===== config.mk =====
export PLATFORM = sky130hd
export DESIGN_NAME = psg_write_ctrl
export DESIGN_NICKNAME = d
export VERILOG_FILES = /design/src/rtl/psg_write_ctrl.sv
export SDC_FILE = /design/constraint.sdc
export NUM_CORES = 1
export LEC_CHECK = 0
export ABC_AREA = 1
export CAP_MARGIN = 15
export CORE_MARGIN = 4
export CORE_UTILIZATION = 45
export CTS_CLUSTER_DIAMETER = 80
export DETAILED_ROUTE_END_ITERATION = 7
export PLACE_DENSITY_LB_ADDON = 0.25
export SETUP_SLACK_MARGIN = 0.3
export SLEW_MARGIN = 25
export SYNTH_ARGS = -nofsm -noshare
export SYNTH_HDL_FRONTEND = slang
export SYNTH_SLANG_ARGS = --single-unit

===== constraint.sdc =====
create_clock -name clock -period 2 [get_ports clock]
set_clock_uncertainty 0.1 [all_clocks]
set_input_delay 0.6 -clock clock [delete_from_list [all_inputs] [get_ports clock]]
set_output_delay 0.6 -clock clock [all_outputs]
set_load 0.01 [all_outputs]

===== src/rtl/psg_write_ctrl.sv =====
// Z80 I/O-port to PSG bridge: decodes writes to ports 0x40-0x7F, buffers bytes in a
// small FIFO and replays them to the PSG with a CE/WE handshake on psgReady.
module psg_write_ctrl #(
  parameter int FIFO_DEPTH    = 4,
  parameter int WAIT_ENABLE   = 1,
  parameter int READY_TIMEOUT = 4
) (
  input  logic       clock,
  input  logic       nRESET,
  input  logic       nIORQ,
  input  logic       nWR,
  input  logic       CA7,
  input  logic       CA6,
  input  logic [7:0] CD,
  input  logic       psgReady,
  output logic [7:0] psgD,
  output logic       psgnCE,
  output logic       psgnWE,
  output logic       nWAIT,
  output logic [4:0] fifoLevel,
  output logic       overflow
);

  localparam int PTR_W  = $clog2(FIFO_DEPTH);
  localparam int CNT_W  = $clog2(READY_TIMEOUT + 1);
  localparam bit WAIT_EN = (WAIT_ENABLE != 0);

  typedef enum logic [1:0] {IDLE, ASSERT, WAIT_LOW, WAIT_HIGH} state_t;

  state_t             state_q, state_d;
  logic               strobe_q;
  logic               pend_q, pend_d;
  logic [7:0]         pend_data_q, pend_data_d;
  logic [7:0]         mem_q [FIFO_DEPTH];
  logic [PTR_W-1:0]   wr_ptr_q, rd_ptr_q;
  logic [4:0]         level_q, level_d;
  logic               ovf_q;
  logic [7:0]         psgd_q, psgd_d;
  logic [CNT_W-1:0]   tmo_q, tmo_d;

  logic strobe, wr_event, full, pop, push, drop;

  assign strobe   = ~nIORQ & ~nWR & ~CA7 & CA6;
  assign wr_event = strobe & ~strobe_q;
  assign full     = (level_q == 5'(FIFO_DEPTH));
  assign pop      = (state_q == IDLE) && (level_q != 5'd0) && psgReady;
  assign push     = pend_q && (!full || pop);
  assign drop     = !WAIT_EN && pend_q && full && !pop;

  // A held byte that cannot enter the FIFO stalls the CPU until the push happens.
  assign nWAIT     = !(WAIT_EN && pend_q && !push);
  assign psgnCE    = !((state_q == ASSERT) || (state_q == WAIT_LOW));
  assign psgnWE    = psgnCE;
  assign psgD      = psgd_q;
  assign fifoLevel = level_q;
  assign overflow  = ovf_q;

  always_comb begin
    pend_d      = pend_q;
    pend_data_d = pend_data_q;
    if (push || drop) pend_d = 1'b0;
    if (wr_event) begin
      pend_d      = 1'b1;
      pend_data_d = CD;
    end
    level_d = level_q;
    case ({push, pop})
      2'b10:   level_d = level_q + 5'd1;
      2'b01:   level_d = level_q - 5'd1;
      default: level_d = level_q;
    endcase
  end

  always_comb begin
    state_d = state_q;
    tmo_d   = tmo_q;
    psgd_d  = psgd_q;
    case (state_q)
      IDLE: begin
        if (pop) begin
          state_d = ASSERT;
          psgd_d  = mem_q[rd_ptr_q];
        end
      end
      ASSERT: begin
        state_d = WAIT_LOW;
        tmo_d   = '0;
      end
      WAIT_LOW: begin
        // Give up on a PSG that never acknowledges so the queue keeps draining.
        if (!psgReady || (tmo_q == CNT_W'(READY_TIMEOUT - 1))) state_d = WAIT_HIGH;
        else tmo_d = tmo_q + CNT_W'(1);
      end
      WAIT_HIGH: begin
        if (psgReady) state_d = IDLE;
      end
      default: state_d = IDLE;
    endcase
  end

  always_ff @(posedge clock or negedge nRESET) begin
    if (!nRESET) begin
      state_q     <= IDLE;
      strobe_q    <= 1'b1;
      pend_q      <= 1'b0;
      pend_data_q <= 8'h00;
      wr_ptr_q    <= '0;
      rd_ptr_q    <= '0;
      level_q     <= 5'd0;
      ovf_q       <= 1'b0;
      psgd_q      <= 8'h00;
      tmo_q       <= '0;
    end else begin
      state_q     <= state_d;
      strobe_q    <= strobe;
      pend_q      <= pend_d;
      pend_data_q <= pend_data_d;
      level_q     <= level_d;
      psgd_q      <= psgd_d;
      tmo_q       <= tmo_d;
      if (drop) ovf_q <= 1'b1;
      if (push) wr_ptr_q <= wr_ptr_q + PTR_W'(1);
      if (pop)  rd_ptr_q <= rd_ptr_q + PTR_W'(1);
    end
  end

  always_ff @(posedge clock) begin
    if (push) mem_q[wr_ptr_q] <= pend_data_q;
  end

endmodule


# After elaboration in Yosys (flattened, before gate mapping)
# Memories as Yosys holds them, arrays and structs flattened. A register that Yosys moved wholly into a read port is not among the register bits.
# Cells that the tools add are included.
# Widths: inputs -> output; s select.
# word_totals
ramBits,32
word_cells,65
register_bits,24
mem_count,1
inputBits,15
out_inout_bits,17
# memory_table
memory,depth,word_bits,read_ports,rd_clocked_by_memory_dff,wr,line_no,text
mem_q,4,8,1,1,1,34,logic [7:0] mem_q [FIFO_DEPTH];
# classes
n_eq_ne,11
mux,11
n_addsub,5
n_bitwise,8
reduce_logical,21
# ops
op,count
$pmux 5 s2,1
$pmux 2 s4,1
$eq 2x2->1 const B,3
$logic_not 1->1,6
$mux 2,3
$ne 2x2->1 const B,3
$pmux 3 s2,1
$reduce_bool 2->1,3
$add 5x1->5 const B,1
$eq 5x3->1 const B,1
$reduce_bool 5->1,1
$sub 5x1->5 const B,1
$add 2x1->2 const B,2
$and 1x1->1,4
$eq 2x1->1 const B,2
$logic_and 1x1->1,4
$mux 1,4
$not 1->1,4
$reduce_and 2->1,2
$add 3x1->3 const B,1
$eq 3x2->1 const B,1
$logic_or 1x1->1,3
$mux 3,1
$reduce_and 3->1,1
other kinds (2),2

# Logic depth before layout (Yosys ltp)
# depth
ltp_word,8
mapped_depth,16

# Worst setup path after synthesis
# OpenSTA, ideal clock, no wires.
# synth_timing
path_type,reg-to-reg
start,reg state_q[0]
end,reg level_q[4] (netlist: fifoLevel[4])
setup_ps,113
path_buffers,0
path_slack_ps,-42
path_stages_with_launch,16
period_less_slack_ps,2042
required_ps,1787
arrival_time_ps,1829
cell_sequence,dfrtp_1 -> inv_1 -> ha_1 -> nand2_1 -> inv_1 -> nand2_4 -> inv_2 -> nand2_1 -> inv_1 -> ha_1 -> a21oi_1 -> nand3_1 -> nand2_1 -> nand3_1 -> nand2_1 -> inv_1
# synth_between
elab_chain_cells,7
word_cells_on_any_way,9
# synth_lines
item,line_no,text
start: declaration,30,"state_t state_q, state_d;"
start signal: assignment,114,state_q <= state_d;
$logic_not 2->1 *,46,assign pop = (state_q == IDLE) && (level_q != 5'd0) && psgReady;
$logic_and 1x1->1 * (2 in a row),46,
$logic_or 1x1->1,47,assign push = pend_q && (!full || pop);
$logic_and 1x1->1,47,
$eq 2x1->1 or $eq 2x2->1 (tied branches),67,"case ({push, pop})"
$pmux 5 s2 or $reduce_bool 2->1 (tied branches),--,
end signal: assignment,118,level_q <= level_d;
end: declaration,36,"logic [4:0] level_q, level_d;"
# Mark *: on every way between the ends. The rest lies on a longest branch, timed or not.
# A chain may end at the register's enable or synchronous reset.

# Worst setup path in the final report
# layout_timing
start,reg level_q[3] (netlist: fifoLevel[3])
end,out nWAIT
# layout_between
elab_chain_cells,8
word_cells_on_any_way,10
# layout_lines
item,line_no,text
$reduce_bool 5->1,46,
$logic_and 1x1->1 (2 in a row),46,
$logic_or 1x1->1 *,47,
$logic_and 1x1->1 *,47,
$logic_not 1->1 *,51,assign nWAIT = !(WAIT_EN && pend_q && !push);
$logic_and 1x1->1 *,51,
$logic_not 1->1 *,51,
end: declaration,19,"output logic nWAIT,"
# Marks and branches as above.

==> impl_metrics.ini <==
[logic_synthesis]
netlist_area_sq_mm = 0.00285
ys_seq_area_share_pct = 61.9
synth_cell_types = 30
synth_nets = 299
ys_seq_elements = 64
ys_warn_count = 0
synth_edf_count = 32
synthFlopType = edfxtp_1
synthArstFlopShare_pct = 50.0
synth_cells = 269
avgSynthCellArea_sq_um = 10.6

[placed_design]
place_inst = 389
gp_congestion = 0.744
hpwl_mm = 3.68
io_buffers = 30

[layout]
area_growth_pct = 41.1
drive_gt1_share_pct = 29.7
multi_input_area_sq_mm = 0.00104
finalNonFillerCells = 428
nFillCells = 451
nNetsFinal = 378
ff_latch_area_sq_mm = 0.00177
num_antenna_cells = 0

[pwr]
leakagePower_uw = 0.00174
vdd_ir_drop_max_v = 0.000812
power-per-cell-area_mw_per_mm2 = 1420

[clocking]
clockBufferDepth = 2
root_buffer = clkbuf_8
hold_buffers = 0
cts.sinks = 64
htreeDepth = 3
clock_latency_ns = 0.33
cts_tree = done
numCtsBuffers = 9
clk_pin_slew_ns = 0.07

[routing]
initialDrtViolationCount = 168
dr.pass1.iters = 4
ant_nets = 0
drc_errors = 0
num_vias = 2102
wl_per_cell_um = 14.0
drt_wl_total_mm = 5.97
viasPerCell = 4.91

[grt]
grt_usage_pct = 15.8
grt_pass1_vias = 2014
grt_max_degree = 33
overflow = 0
antenna_found_initial = 0
grt_pass1_wl_mm = 9.20

[setup_path]
reg2reg_to = fifoLevel[4]
r2r-start = state_q[1]
setup.worst_path.class = reg -> out
start_kind = register
worstPathArrival_ns = 1.43
worstPathMaxFanout = 3
rr_worst_depth = 17
critPathCaptureType = primary output
reg2reg_setup_slack_ns = -0.11
worstPathRequired_ns = 1.30

[min_path]
min_path_type = reg -> reg
hold_start = tmo_q[0]
whs_endpoint = tmo_q[0]
hold_depth = 1

[timing]
period_needed_ns = 2.13
setup_slack_ns = -0.133
hold_slack_ns = 0.382
grt_setup_unrepaired = true
timing.final.crit_share_pct = 107
setup_viol = 5
fmax_ghz = 0.469
hold_viol_final = 0
maxSlewViolCount = 0

[floorplanning]
die_h_um = 87.5
initial_core_util_pct = 47.2
dieArea_sq_mm = 0.00766
coreArea_sq_mm = 0.00603
die_x_um = 87.5
rows = 28
io_pins = 32

[outcome]
status = finished with violations
violations = setup timing

[job]
maxCapViolCount = 0
[worst max-delay path, cell delays in order, from the launching register on]
cell     delay [ns]
dfrtp_2        0.43
nor2_2         0.13
nand3_2        0.12
nand2_4        0.10
inv_4          0.04
nor2_4         0.09
nand2_2        0.06
buf_6          0.12
[sequential cells by signal (all words and copies together) (netlist names)]
| name | count |
|---|---|
| pend_q | 1 |
| rd_ptr_q | 2 |
| pend_data_q | 8 |
| strobe_q | 1 |
| psgD | 8 |
| fifoLevel | 5 |
| state_q | 2 |
| tmo_q | 3 |
| mem_q | 32 |
| wr_ptr_q | 2 |
[area by class of cell]
class / count / share of cell area [%]
sequential: 64 / 44.0
inverter: 30 / 2.99
tap: 75 / 2.34
timing repair buffer: 76 / 19.5
multi-input combinational: 167 / 26.0
clock inverter: 6 / 2.06
clock buffer: 10 / 3.18
[layer usage]
metal,global-route usage (%),part of all wire [%],vias to the layer above
met5,0,0,-
met4,5.30,0.52,0
met3,3.67,3.2,4
met2,26.4,52,38
met1,20.2,45,1013
li1,-,-,1047
[cells by family (layout without fill, tap and decap cells)]
family          after synthesis  after routing  share of synthesized area (%)
xor+xnor                      4              4                           1.23
fa+ha+maj                    15             15                           6.86
buf+inv                      38            122                           5.80
other cells                   1              1                          0.132
compound gates               38             38                           7.56
simple gates                109            109                           16.5
flops                        64             64                           61.9
[worst max-delay path by stage]
stage            startpoint      endpoint  slack (ns)  cells after the start
2_1_floorplan    state_q[1]  fifoLevel[4]        0.14                     16
3_3_place_gp       psgReady         nWAIT       -0.63                      8
3_5_place_dp       psgReady         nWAIT       -0.68                      8
4_1_cts          state_q[1]         nWAIT       -0.09                      9
5_1_grt        fifoLevel[1]  fifoLevel[3]       -0.25                     13
6_report       fifoLevel[3]         nWAIT       -0.13                      7
[cells in the mapped netlist, types with 3 or more instances]
cell | count | share of area [%]
buf_2 | 3 | 0.53
nor2_1 | 53 | 7.0
a31oi_1 | 8 | 1.8
xor2_1 | 4 | 1.2
inv_1 | 28 | 3.7
nand3_1 | 15 | 2.6
dfrtp_1 | 31 | 27
nand2_1 | 34 | 4.5
o21ai_0 | 23 | 4.0
buf_4 | 3 | 0.79
ha_1 | 14 | 6.2
a21oi_1 | 4 | 0.70
edfxtp_1 | 32 | 34
[report_power, final]
group,internal [uW],switching (uW)
Clock,698,487
Combinational,1300,1280
Sequential,1700,217
[through the flow]
step / setup slack, ns / instance area (sq um) / TNS [ns] / total power (uW) / utilization (%)
2_1_floorplan: 0.141 / 2940 / 0 / 3250 / -
3_3_place_gp: -0.628 / 3470 / -10.76 / 4050 / 57.5
3_5_place_dp: -0.678 / 3470 / -12.19 / 4130 / 57.5
4_1_cts: -0.0945 / 3830 / -0.130 / 5490 / 63.5
5_1_grt: -0.246 / 4020 / -0.963 / 6110 / 66.7
6_report: -0.133 / 4020 / -0.479 / 5690 / 66.7
[timing repair]
| item | CTS | global route |
|---|---|---|
| gates resized for setup | 77 | 13 |
| pin swaps | 4 | 9 |
| endpoints found under the hold margin | 0 | 0 |
| buffers inserted | 11 | 12 |
| setup endpoints to repair | 58 | 49 |
[cell usage in the layout, fill, tap and decap left out, types with 3 or more instances in the layout]
cell type        instances
inv_2                    4
clkdlybuf4s50_1         13
nor2_1                  47
edfxtp_1                32
xor2_1                   4
nand2_1                 29
nand3_1                 14
nor2_4                   6
nand2_2                  4
ha_1                    11
inv_4                    3
o21ai_0                 20
a31oi_1                  8
buf_12                   6
nand2_4                  3
buf_6                   24
buf_4                   24
ha_4                     3
dfrtp_1                 29
inv_1                   22
clkdlybuf4s15_1          7
clkbuf_8                 9
(Power assumes the default switching activity.)
